**config.mk**
```make
export PLATFORM = sky130hd
export DESIGN_NAME = ghost_renderer
export DESIGN_NICKNAME = d
export VERILOG_FILES = /design/src/rtl/ghost_pkg.sv /design/src/rtl/ghost_sprite_lut.sv /design/src/rtl/ghost_renderer.sv
export SDC_FILE = /design/constraint.sdc
export NUM_CORES = 1
export LEC_CHECK = 0
export ABC_AREA = 1
export BUFFER_PORTS_ARGS = -buffer_cell sky130_fd_sc_hd__buf_2
export CORE_MARGIN = 5
export CORE_UTILIZATION = 59
export CTS_BUF_LIST = sky130_fd_sc_hd__clkbuf_8
export CTS_CLUSTER_SIZE = 25
export DETAILED_ROUTE_END_ITERATION = 6
export PLACE_DENSITY = 0.87
export SKIP_LAST_GASP = 1
export SYNTH_ARGS = -nofsm -noshare
export SYNTH_HDL_FRONTEND = slang
export SYNTH_SLANG_ARGS = --single-unit
```
**constraint.sdc**
```tcl
create_clock -name clk -period 4.45 [get_ports clk]
set_clock_uncertainty 0.15 [all_clocks]
set_input_delay 0.445 -clock clk [delete_from_list [all_inputs] [get_ports clk]]
set_output_delay 0.445 -clock clk [all_outputs]
set_load 0.05 [all_outputs]
```
**src/rtl/ghost_pkg.sv**
```systemverilog
// ghost_pkg: shared constants and types for the ghost renderer.
//   - grid geometry of the blocked frame buffer (32 x 24 cells, 768 total)
//   - the 4x4 ghost sprite bitmap and a lookup helper
//   - renderer FSM states and the 2-bit pixel class
package ghost_pkg;

    localparam int GRID_W     = 32;
    localparam int GRID_H     = 24;
    localparam int BUF_SIZE   = 768;
    localparam int SPRITE_DIM = 4;

    // Sprite rows dy0..dy3 from MSB to LSB; within a row the leftmost bit is dx=0.
    localparam logic [15:0] SPRITE_BITMAP = 16'b0110_1111_1111_1010;

    typedef enum logic [1:0] {
        PX_BG   = 2'd0,
        PX_BODY = 2'd1,
        PX_EYE  = 2'd2
    } px_class_e;

    typedef enum logic [1:0] {
        ST_IDLE = 2'd0,
        ST_DRAW = 2'd1,
        ST_DONE = 2'd2
    } state_e;

    // Returns the bitmap bit for an in-sprite offset (dx, dy).
    function automatic logic sprite_bit(input logic [1:0] dx, input logic [1:0] dy);
        logic [3:0] idx;
        idx = {dy, dx};
        return SPRITE_BITMAP[4'd15 - idx];
    endfunction

endpackage

```
**src/rtl/ghost_sprite_lut.sv**
```systemverilog
// ghost_sprite_lut: combinational pixel classifier for the ghost sprite.
// Ports:
//   dx_i       in  6  signed column offset (col - ghost_x)
//   dy_i       in  6  signed row offset    (row - ghost_y)
//   px_class_o out 2  PX_BG outside the sprite or on a clear bitmap bit,
//                     PX_EYE at (1,1)/(2,1), PX_BODY elsewhere inside
module ghost_sprite_lut
    import ghost_pkg::*;
(
    input  logic signed [5:0] dx_i,
    input  logic signed [5:0] dy_i,
    output px_class_e         px_class_o
);

    logic dx_in_s;
    logic dy_in_s;
    logic bit_s;
    logic eye_s;

    // A negative offset has the sign bit set, so only non-negative offsets below
    // the sprite size are inside. Clipping falls out of this: cells past the
    // grid edge are never visited, and no offset ever wraps.
    assign dx_in_s = !dx_i[5] && (dx_i[4:0] < 5'(SPRITE_DIM));
    assign dy_in_s = !dy_i[5] && (dy_i[4:0] < 5'(SPRITE_DIM));
    assign bit_s   = sprite_bit(dx_i[1:0], dy_i[1:0]);
    assign eye_s   = (dy_i[1:0] == 2'd1) && ((dx_i[1:0] == 2'd1) || (dx_i[1:0] == 2'd2));

    // Classify the pixel from range check, bitmap bit and eye position.
    always_comb begin
        px_class_o = PX_BG;
        if (dx_in_s && dy_in_s && bit_s) begin
            if (eye_s) begin
                px_class_o = PX_EYE;
            end else begin
                px_class_o = PX_BODY;
            end
        end else begin
            px_class_o = PX_BG;
        end
    end

endmodule

```
**src/rtl/ghost_renderer.sv**
```systemverilog
// ghost_renderer: frame-buffer producer that sweeps all 768 blocked cells once
// per frame, writing background or a 4x4 ghost sprite latched at frame start.
// Ports:
//   clk           in  1   system clock
//   rst           in  1   synchronous active-high reset
//   hc, vc        in  10  VGA counters; frame start = rising edge of hc==0&&vc==0
//   ghost_x       in  5   sprite left column
//   ghost_y       in  5   sprite top row (>=24 is off-screen)
//   write_address out 10  buffer address {row, col}
//   write_data    out 8   colour for write_address
//   frame_done    out 1   one-cycle pulse alongside address 767
//   overrun       out 1   sticky: frame start arrived while drawing
module ghost_renderer
    import ghost_pkg::*;
#(
    parameter logic [7:0] BG_COLOR    = 8'h00,
    parameter logic [7:0] GHOST_COLOR = 8'hE0,
    parameter logic [7:0] EYE_COLOR   = 8'hFF
) (
    input  logic       clk,
    input  logic       rst,
    input  logic [9:0] hc,
    input  logic [9:0] vc,
    input  logic [4:0] ghost_x,
    input  logic [4:0] ghost_y,
    output logic [9:0] write_address,
    output logic [7:0] write_data,
    output logic       frame_done,
    output logic       overrun
);

    state_e      state_q, state_d;
    logic [4:0]  col_q, col_d;
    logic [4:0]  row_q, row_d;
    logic [4:0]  gx_q, gx_d;
    logic [4:0]  gy_q, gy_d;
    logic [9:0]  addr_q, addr_d;
    logic [7:0]  data_q, data_d;
    logic        done_q, done_d;
    logic        ovr_q, ovr_d;
    logic        fs_prev_q;

    logic              fs_cond_s;
    logic              fs_s;
    logic              last_cell_s;
    logic signed [5:0] dx_s;
    logic signed [5:0] dy_s;
    px_class_e         px_s;
    logic [7:0]        colour_s;

    assign fs_cond_s   = (hc == 10'd0) && (vc == 10'd0);
    assign fs_s        = fs_cond_s && !fs_prev_q;
    assign last_cell_s = ({row_q, col_q} == 10'(BUF_SIZE - 1));

    // Zero-extended difference taken in 6 bits so offsets left of / above the
    // sprite come out negative instead of wrapping to a small positive value.
    assign dx_s = {1'b0, col_q} - {1'b0, gx_q};
    assign dy_s = {1'b0, row_q} - {1'b0, gy_q};

    ghost_sprite_lut u_lut (
        .dx_i       (dx_s),
        .dy_i       (dy_s),
        .px_class_o (px_s)
    );

    // Map the pixel class onto the colour parameters.
    always_comb begin
        colour_s = BG_COLOR;
        case (px_s)
            PX_BODY: colour_s = GHOST_COLOR;
            PX_EYE:  colour_s = EYE_COLOR;
            PX_BG:   colour_s = BG_COLOR;
            default: colour_s = BG_COLOR;
        endcase
    end

    // Next-state and registered-output logic for the sweep FSM.
    always_comb begin
        state_d = state_q;
        col_d   = col_q;
        row_d   = row_q;
        gx_d    = gx_q;
        gy_d    = gy_q;
        addr_d  = addr_q;
        data_d  = data_q;
        done_d  = 1'b0;
        ovr_d   = ovr_q;
        case (state_q)
            ST_DRAW: begin
                // The cell for the current counters is written even on a
                // restart, so the buffer always sees a consistent pair.
                addr_d = {row_q, col_q};
                data_d = colour_s;
                if (fs_s) begin
                    ovr_d = 1'b1;
                    gx_d  = ghost_x;
                    gy_d  = ghost_y;
                    col_d = 5'd0;
                    row_d = 5'd0;
                end else if (last_cell_s) begin
                    done_d  = 1'b1;
                    state_d = ST_DONE;
                end else if (col_q == 5'(GRID_W - 1)) begin
                    col_d = 5'd0;
                    row_d = row_q + 5'd1;
                end else begin
                    col_d = col_q + 5'd1;
                end
            end
            ST_IDLE, ST_DONE: begin
                // Outputs keep the last pair; the buffer rewrites it harmlessly.
                if (fs_s) begin
                    gx_d    = ghost_x;
                    gy_d    = ghost_y;
                    col_d   = 5'd0;
                    row_d   = 5'd0;
                    state_d = ST_DRAW;
                end else begin
                    state_d = state_q;
                end
            end
            default: begin
                state_d = ST_IDLE;
            end
        endcase
    end

    // State, counter, latch and output registers with synchronous reset.
    always_ff @(posedge clk) begin
        if (rst) begin
            state_q   <= ST_IDLE;
            col_q     <= 5'd0;
            row_q     <= 5'd0;
            gx_q      <= 5'd0;
            gy_q      <= 5'd0;
            addr_q    <= 10'd0;
            data_q    <= BG_COLOR;
            done_q    <= 1'b0;
            ovr_q     <= 1'b0;
            fs_prev_q <= 1'b0;
        end else begin
            state_q   <= state_d;
            col_q     <= col_d;
            row_q     <= row_d;
            gx_q      <= gx_d;
            gy_q      <= gy_d;
            addr_q    <= addr_d;
            data_q    <= data_d;
            done_q    <= done_d;
            ovr_q     <= ovr_d;
            fs_prev_q <= fs_cond_s;
        end
    end

    assign write_address = addr_q;
    assign write_data    = data_q;
    assign frame_done    = done_q;
    assign overrun       = ovr_q;

endmodule

```
# Yosys cells after proc, flatten, opt, wreduce, memory -nomap -nowiden
# Memory sizes are Yosys's and may differ from the RTL's.
# Index checks and enable logic that the tools add are counted.
# word_totals
ff_bits	43
romBits	16
inputBits	32
output_inout_bits	20
wordCells	75
memories	1
# classes
n_addsub	5
order_cmp	3
n_eq_ne	14
mux	18
bitwise	1
n_reduce_logical	23
# memory_table
memory	words	width	read_ports	rd_ports_with_merged_regs	wr	line	source
(name not given)	16	1	1	0	0	ghost_pkg.sv:31	return SPRITE_BITMAP[4'd15 - idx];
# ops
cell	n
2-to-1 mux 5 bit	7
logical NOT 10 bit	2
case mux 5 bit (2 select lines)	2
case mux 8 bit (2 select lines)	1
subtractor 5 x 5 -> 6 bit	2
adder 5 x 1 -> 5 bit, second input constant	2
equality test 10 bit, second input constant	1
< comparator 5 x 3 -> 1 bit, second input constant	2
2-to-1 mux 2 bit	5
equality test 2 x 1 -> 1 bit, second input constant	4
logical AND 1 bit	7
equality test 2 bit, second input constant	3
inequality test 2 bit, second input constant	3
inequality test 3 bit, second input constant	2
AND reduction 3 bit	2
OR reduction 3 bit	2
equality test 5 bit, second input constant	1
< comparator 4 x 5 -> 1 bit, second input constant	1
case mux 2 bit (2 select lines)	1
AND reduction 2 bit	2
AND reduction 4 bit	1
subtractor 4 bit, first input constant	1
logical NOT 1 bit	3
logical NOT 2 bit	1
5 further kinds	6

# Longest topological paths before layout
# Gate-level depths: netlist (run 1).
# logic_depth
ltp_word	8
mapped_depth	11
mapped_depth_nobuf	11

# Cells and area by module
# Synthesis (run 1) repeated with hierarchy kept, for this count alone.
# hier_totals
cells_unflattened	296
hier_area_um2	2158.3
# by_module_without_submodules
module	n_inst	cells_each	area_each_um2	seq_area_each_um2
ghost_renderer	1	274	2068.2	740.7
ghost_sprite_lut	1	22	90.1	0.0

# Worst setup path after synthesis (run 1)
# No wires, ideal clock.
# synth_timing
path_type	register -> register
start	reg row_q[0]
end	reg data_q[4] (netlist: write_data[4])
setup_time_ns	0.070
arrival_time_ns	1.841
required_time_ns	4.230
setup_slack_ns	2.389
stages_incl_launch_ff	11
n_path_buf	0
period_less_slack_ns	2.061
cell_sequence	dfxtp_1 -> inv_1 -> ha_1 -> inv_1 -> fa_1 -> or2_2 -> nand2_1 -> nand2_1 -> nor2_1 -> nand4_1 -> a21oi_1
# synth_between
elab_chain_len	8
word_cells_on_any_way	16
cone_classes	add/sub (2); order compare (1); eq/ne (3); mux (4); reduce/logical (5); memory (1)
# synth_rtl
element	line	source
from (decl)	ghost_renderer.sv:34	logic [4:0] row_q, row_d;
from (signal assigned)	ghost_renderer.sv:144	row_q <= row_d;
subtractor 5 x 5 -> 6 bit *	ghost_renderer.sv:58	assign dy_s = {1'b0, row_q} - {1'b0, gy_q};
subtractor 4 bit, or another cell as far along	ghost_pkg.sv:31	
memory (16 x 1 bit) or logical AND 1 bit (tied branches)	n/a	
2-to-1 mux 1 bit (implied by the code) or logical AND 1 bit (tied branches)	ghost_pkg.sv:31, ghost_sprite_lut.sv:31	
logical AND 1 bit	ghost_sprite_lut.sv:31	if (dx_in_s && dy_in_s && bit_s) begin
2-to-1 mux 2 bit *	ghost_sprite_lut.sv:31	
equality test 2 bit or equality test 2 x 1 -> 1 bit (tied branches)	ghost_renderer.sv:69	case (px_s)
case mux 8 bit (2 select lines) *	ghost_renderer.sv:69	
to (signal assigned)	ghost_renderer.sv:148	data_q <= data_d;
to (decl)	ghost_renderer.sv:38	logic [7:0] data_q, data_d;
# Mark *: on every way between the ends. The rest lies on a longest branch, timed or not. The select of a mux whose other input is x is not followed.
# A chain may end at the register's enable or synchronous reset.

# Worst setup path after layout (run 1)
# Same ends and word-level chain as after synthesis.

==> results of run 1 <==
==> sequential cells by signal, summed over array words and instances (netlist names) <==
signal,count
col_q,5
frame_done,1
fs_prev_q,1
gx_q,5
gy_q,5
overrun,1
row_q,5
state_q,2
write_address,10
write_data,2
==> kinds of logic (layout without fill, tap and decap cells) <==
group           count (synthesis)  count (layout)  share of synthesized area
xor+xnor                        9               9                     0.0377
simple gates                  133             133                      0.283
compound gates                 51              51                      0.129
buf+inv                        45              90                     0.0977
fa+ha+maj                      15              15                     0.0971
flops                          37              37                      0.355
==> synthesized netlist by cell type <==
| cell type | count | share of area |
|---|---|---|
| inv_2 | 1 | 0.0018 |
| nand4_1 | 6 | 0.018 |
| nand3b_1 | 1 | 0.0036 |
| o211ai_1 | 2 | 0.0072 |
| ha_1 | 13 | 0.078 |
| xnor2_1 | 3 | 0.013 |
| a21oi_1 | 24 | 0.058 |
| fa_1 | 2 | 0.019 |
| and2_1 | 1 | 0.0030 |
| nand3_1 | 16 | 0.038 |
| buf_2 | 3 | 0.0072 |
| o21bai_1 | 4 | 0.014 |
| clkinv_2 | 1 | 0.0024 |
| nor3_1 | 8 | 0.019 |
| nand2_1 | 40 | 0.072 |
| or2_2 | 2 | 0.0060 |
| xor2_1 | 6 | 0.025 |
| nand2_2 | 1 | 0.0030 |
| nor3b_1 | 1 | 0.0036 |
| dfxtp_1 | 37 | 0.35 |
| inv_1 | 29 | 0.052 |
| clkbuf_1 | 4 | 0.0072 |
| nor3_2 | 1 | 0.0048 |
| buf_4 | 6 | 0.022 |
| or2_1 | 1 | 0.0030 |
| nor2_2 | 3 | 0.0090 |
| nor2_1 | 51 | 0.092 |
| nand3_4 | 1 | 0.0084 |
| o21ai_0 | 21 | 0.050 |
| buf_6 | 1 | 0.0054 |
==> metrics by stage <==
step / setup slack (ns) / cells / util / total power, W / hold slack, ns
floorplan: 2.39 / 290 / - / 0.000348 / 0.283
global placement: 2.21 / 373 / 0.683 / 0.000362 / 0.298
detailed placement: 2.13 / 373 / 0.683 / 0.000363 / 0.309
CTS: 2.14 / 381 / 0.713 / 0.000617 / 0.229
global route: 1.92 / 381 / 0.713 / 0.000638 / 0.253
finish: 2.14 / 381 / 0.713 / 0.000612 / 0.220
==> worst max-delay path: cells and delay by family (launching register included) <==
kind / cells / cell delay [ns]
flip-flops: 1 / 0.44
AND/OR/NAND/NOR: 5 / 0.69
buffers and inverters: 2 / 0.19
AO/OA/AOI/OAI: 1 / 0.12
adder cells (fa/ha/maj): 2 / 0.66
==> layer usage <==
layer / track usage / part of all wire / vias up
met4: 0.0781 / 0.013 / 0
met1: 0.251 / 0.42 / 864
met3: 0.0594 / 0.059 / 6
met5: 0 / 0 / -
met2: 0.352 / 0.50 / 58
li1: - / - / 1031
==> where the power goes <==
group	total [W]	internal (W)	switching, W	leakage, nW
Sequential	0.000331	0.000331	0.000000000788	0.298
Combinational	0.0000239	0.0000125	0.0000114	0.792
Clock	0.000257	0.000140	0.000117	0.0542
Total	0.000612	0.000483	0.000129	1.14
==> area by class of cell <==
class / count / area share
repair buffers: 51 / 0.106
multi-input cells: 208 / 0.473
clock buffers: 7 / 0.0399
inverters: 31 / 0.0487
flip-flops and latches: 37 / 0.307
well taps: 46 / 0.0238
clock inverters: 1 / 0.00207
==> worst max-delay path by stage <==
| stage | from | end | slack (ns) | cells past startpoint |
|---|---|---|---|---|
| 2_1_floorplan | row_q[0] | write_data[4] | 2.39 | 10 |
| 3_3_place_gp | hc[7] | gy_q[2] | 2.21 | 9 |
| 3_5_place_dp | vc[3] | gy_q[2] | 2.13 | 9 |
| 4_1_cts | row_q[0] | write_data[4] | 2.14 | 10 |
| 5_1_grt | row_q[0] | write_data[6] | 1.92 | 10 |
| 6_report | row_q[0] | write_data[4] | 2.14 | 10 |
==> impl_results.md, run 1 <==
- Initial Util: 0.616
- Placed Area: 2310 um^2
- Die H: 69.5 um
- Num CTS Buffers: 5
- Largest net degree at the start of global routing: 31
- Drt drc: 0
- Reg2Reg Depth: 10
- Vias in the first global route: 1807
- Delay of the slowest critical-path stage: 0.46 ns
- Core area: 3390 um^2
- Post-CTS Setup Repair Bufs: 0
- I/O Buffers: 51
- Die area: 4830 um^2
- Post-Syn Area: 2090 um^2
- Final wirelength: 4800 um
- Root buf cell: clkbuf_8
- Reg area: 741 um^2
- Max-slew violations: 0
- Initial antenna violation count: 0
- Most frequent cells in the layout: nor2_1, buf_2, nand2_1, dfxtp_1, inv_1
- Reg-to-Reg End: write_data[4]
- Area delta synth->final: 15.7%
- GPL Wtd Cong: 0.891
- Final Setup Violations: 0
- Clock slew at reported path FFs: 0.08 ns
- Status: finished clean
- Crit path DAT: 2.40 ns
- Width of the die: 69.5 um
- Synth Area per Inst: 7.20 um^2
- Worst min path class: input port to register
- Synthesis Warnings: 0
- Setup TNS: 0 ns
- CTS H-tree depth: 2
- Number of routed nets with antenna violations: 0
- Worst setup SP type: register
- # diodes: 0
- Post-Syn Instances: 290
- Hold buffers post-CTS: 0
- First-pass GRT wire length: 8180 um
- Max-cap viol count: 0
- Seq cells post-synth: 37
- Vias post-DR: 1959
- Pleak: 1.14 nW
- Final Hold Fails: 0
- # resized after CTS: 0
- Flop2flop setup slack: 2.14 ns
- Via density: 5.14
- Num rows: 21
- Multi-input gate area: 1140 um^2
- Clock net sink count: 37
- Crit-path slowest cell: fa_1
- Seq/Total Area, Yosys: 0.355
- Fill count: 286
- CP max FO: 6
- Period utilisation layout: 0.520
- Nets: 381
- Hpwl dp: 3560 um
- WS Path Type: register to register
- Hold depth: 3
- Hold Crit Endpoint: gy_q[0]
- Ratio of cells with drive above 1 in the final layout: 0.206
- Max Fclk: 432 MHz
- Avg WL per Cell: 12.6 um
- Slew @ Worst Pin: 0.782 ns
- Power per cell area: 253 nW/um^2
- Worst skew pair latency: 0.30 ns
- CP required: 4.54 ns
- Drt pass-1 iters: 6
- GRT Residual Overflow: 0
- Minimum clock period: 2.31 ns
- Max-slew headroom: 0.478
- IO Count: 52
- CTS tree: done
- Cell breakdown of the critical path: inv_1 -> ha_1 -> inv_1 -> fa_1 -> or2_2 -> nand2_1 -> nand2_1 -> nor2_1 -> nand4_1 -> a21oi_1
- Number of library cell types mapped by synthesis: 30
- Crit. End Element: register
- All-Layer GR Usage: 0.209
- Worst hold start: ghost_y[0]
- DRT iter0 DRCs: 134
- Final instance area: 2420 um^2
- Worst R2R Start: row_q[0]
- Maximum vdd drop: 0.000247 V
- RSZ-0062 raised after global routing: false
- Synthesized Nets: 337
- Max Buffers Root-to-Sink: 2
Power figures use the tool's default switching activity.
==> inputs of run 2 (changes only) <==
--- a/config.mk
+++ b/config.mk
@@ -5,14 +5,14 @@
 export SDC_FILE = /design/constraint.sdc
 export NUM_CORES = 1
 export LEC_CHECK = 0
-export ABC_AREA = 1
+export ABC_AREA = 0
 export BUFFER_PORTS_ARGS = -buffer_cell sky130_fd_sc_hd__buf_2
 export CORE_MARGIN = 5
-export CORE_UTILIZATION = 59
+export CORE_UTILIZATION = 55
 export CTS_BUF_LIST = sky130_fd_sc_hd__clkbuf_8
 export CTS_CLUSTER_SIZE = 25
 export DETAILED_ROUTE_END_ITERATION = 6
-export PLACE_DENSITY = 0.87
+export PLACE_DENSITY = 0.83
 export SKIP_LAST_GASP = 1
 export SYNTH_ARGS = -nofsm -noshare
 export SYNTH_HDL_FRONTEND = slang
==> constraint.sdc (replaced) <==
create_clock -name clk -period 2.4 [get_ports clk]
set_clock_uncertainty 0.15 [all_clocks]
set_input_delay 0.24 -clock clk [delete_from_list [all_inputs] [get_ports clk]]
set_output_delay 0.24 -clock clk [all_outputs]
set_load 0.05 [all_outputs]
==> run 2 against run 1 <==
Effect of this change: flip-flop and latch count is the same; largest power group unchanged; area after synthesis shrank 3.5%; highest routed layer unchanged; first-iteration DRC count grew 0.75%; synthesized cell count shrank 16%; critical path depth shrank 2.
==> impl_results.md, run 2 <==
- Final Hold Fails: 0 (unchanged)
- Reg2Reg Depth: 8 (-2)
- Vias in the first global route: 1825 (+1.0%)
- Number of routed nets with antenna violations: 0 (unchanged)
- Hpwl dp: 3590 um (+0.64%)
- Minimum clock period: 2.15 ns (-0.165 ns)
- IO Count: 52 (unchanged)
- Period utilisation layout: 0.895 (+0.375)
- Num rows: 22 (+4.8%)
- Synth Flop Type: dfxtp_1
- CTS H-tree depth: 2 (unchanged)
- I/O Buffers: 51 (unchanged)
- Post-Syn Instances: 244 (-16%)
- Root buf cell: clkbuf_8
- Adder-cell share of the synthesized area: 0.101 (+0.00356)
- Synthesis Warnings: 0 (unchanged)
- Area leader, netlist: dfxtp_1
- Synth Area per Inst: 8.26 um^2 (+15%)
- Hold buffers post-CTS: 0 (unchanged)
- Post-synthesis compound-gate area fraction: 0.204 (+0.0743)
- Synth cell count leaders: dfxtp_1, a21oi_1, nand2_1
- Post-Syn Area: 2010 um^2 (-3.5%)
- Commonest non-fill, non-tap cell in the layout: buf_2
- Seq cells post-synth: 37 (unchanged)
- # diodes: 0 (unchanged)
- Placed Cells incl. Taps: 337 (-9.7%)
- Worst R2R Start: col_q[0]
- Number of library cell types mapped by synthesis: 48 (+60%)
- Pleak: 1.06 nW (-7.6%)
- CTS tree: done
- WS Path Type: register to register
- Status: finished clean
- Power per cell area: 452 nW/um^2 (+78%)
- Largest net degree at the start of global routing: 22 (-29%)
- Area contributors post-synth: dfxtp_1, a21oi_1, ha_1
- DRT iter0 DRCs: 135 (+0.75%)
- Setup TNS: 0 ns (unchanged)
- Max-slew headroom: 0.576 (+0.0984)
- Num CTS Buffers: 5 (unchanged)
- First-pass GRT wire length: 7910 um (-3.3%)
- Width of the die: 70.5 um (+1.5%)
- GRT Residual Overflow: 0 (unchanged)
- Clock net sink count: 37 (unchanged)
- Synth Area in XOR/XNOR: 0.0217 (-0.0160)
- Multiplexer area fraction after synthesis: 0.0261 (+0.0261)
- Max Buffers Root-to-Sink: 2 (unchanged)
- Final Setup Violations: 0 (unchanged)
- Via density: 5.63 (+9.4%)
- Synth top area share: 0.368 (+0.0130)
- Maximum vdd drop: 0.000239 V (-3.1%)
- Slew @ Worst Pin: 0.630 ns (-0.152 ns)
- Die area: 4970 um^2 (+3.0%)
- Worst hold start: ghost_y[3]
- Finished Layout Cells: 345 (-9.4%)
- Post-Synth Simple-Gate Area: 0.198 (-0.0859)
- Ratio of cells with drive above 1 in the final layout: 0.253 (+0.0466)
- GPL Wtd Cong: 0.936 (+5.0%)
- Drt drc: 0 (unchanged)
- Synthesized Nets: 291 (-14%)
- Final wirelength: 4790 um (-0.21%)
- Crit path DAT: 2.21 ns (-0.19 ns)
- Crit. End Element: register
- Max-slew violations: 0 (unchanged)
- Worst skew pair latency: 0.29 ns (about the same)
- Hold depth: 3 (unchanged)
- Clock slew at reported path FFs: 0.08 ns (about the same)
- Worst setup SP type: register
- RSZ-0062 raised after global routing: false
- Vias post-DR: 1941 (-0.92%)
- Seq/Total Area, Yosys: 0.368 (+0.0130)
- Initial Util: 0.559 (-0.0575)
- CP required: 2.46 ns (-2.08 ns)
- Largest family of logic cells by synthesized area: compound AO/OA/AOI/OAI gates
- Max-cap viol count: 0 (unchanged)
- Flop2flop setup slack: 0.25 ns (-1.89 ns)
- CP max FO: 4 (-2)
- WHS: 0.0304 ns (-0.190 ns)
- Max FFs per register: 10 (unchanged)
- Die H: 70.5 um (+1.5%)
- Count leader, synth: dfxtp_1
- Post-synth EDFFs: 0 (unchanged)
- Hold Crit Endpoint: gy_q[3]
- Drt pass-1 iters: 4 (-2)
- Area delta synth->final: 19.1%
- Avg WL per Cell: 13.9 um (+10%)
- Worst min path class: input port to register
- Reg-to-Reg End: row_q[2]
- All-Layer GR Usage: 0.196 (-0.0131)
- Nets: 343 (-10%)
- Ys async rst share: 0 (unchanged)
- Most frequent cells in the layout: buf_2, dfxtp_1, a21oi_1, nand2_1, nor2_1
- Max Fclk: 465 MHz (+7.7%)
- Core area: 3610 um^2 (+6.4%)
- Initial antenna violation count: 0 (unchanged)
==> run 2: per-layer routing <==
layer / GRT usage / share of wire
met5: 0 / 0
met4: 0.0574 / 0.014
met3: 0.0504 / 0.088
met2: 0.327 / 0.46
met1: 0.248 / 0.44
==> run 2: final cells by class <==
type,instances,area [um^2]
Clock buffer,5,68.8
Clock inverter,3,17.5
Fill cell,316,1210
Inverter,19,71.3
Multi-Input combinational cell,172,1110
Sequential cell,37,743
Tap cell,48,60.1
Timing Repair Buffer,61,330
==> run 2: worst max-delay path by stage <==
stage	cells after the start	start	slack, ns	endpoint
after floorplan	9	row_q[0]	0.34	write_data[4]
after global placement	7	vc[5]	0.24	col_q[2]
after detailed placement	9	row_q[0]	0.18	write_data[4]
after CTS	9	row_q[0]	0.16	write_data[4]
after global routing	9	col_q[0]	0.06	write_data[4]
final	8	col_q[0]	0.25	row_q[2]
==> run 2: worst max-delay path, stage by stage, from the launching register on <==
cell      delay (ns)
dfxtp_2         0.34
ha_1            0.21
and3_1          0.23
ha_1            0.24
inv_1           0.07
a311oi_1        0.05
a211oi_1        0.48
o21ai_0         0.20
o21ai_0         0.10
==> run 2: kinds of logic (layout without fill, tap and decap cells) <==
kind of cell | count (synthesis) | count (layout)
simple gates | 82 | 82
buf+inv | 35 | 88
compound gates | 65 | 65
xor+xnor | 5 | 5
fa+ha+maj | 15 | 15
mux | 5 | 5
flops | 37 | 37
==> run 2: power by group <==
| part | internal [W] | switching, W |
|---|---|---|
| Combinational | 0.0000241 | 0.0000232 |
| Clock | 0.000200 | 0.000223 |
| Sequential | 0.000613 | 0.000000000185 |
| Total | 0.000838 | 0.000246 |
==> run 2: metrics by stage <==
step	area [um^2]	util	power, W	worst slack, ns
after global routing	2400	0.665	0.00112	0.0572
final	2400	0.665	0.00108	0.251
after floorplan	2010	-	0.000644	0.338
after detailed placement	2310	0.641	0.000674	0.183
after global placement	2310	0.641	0.000673	0.243
after CTS	2400	0.664	0.00109	0.161
==> run 2: repair_timing <==
item                                    in CTS  in global routing
endpoints found under the setup margin       0                  2
endpoints found under the hold margin        0                  0
setup buffers                                0                  0
resized for setup                            0                  2
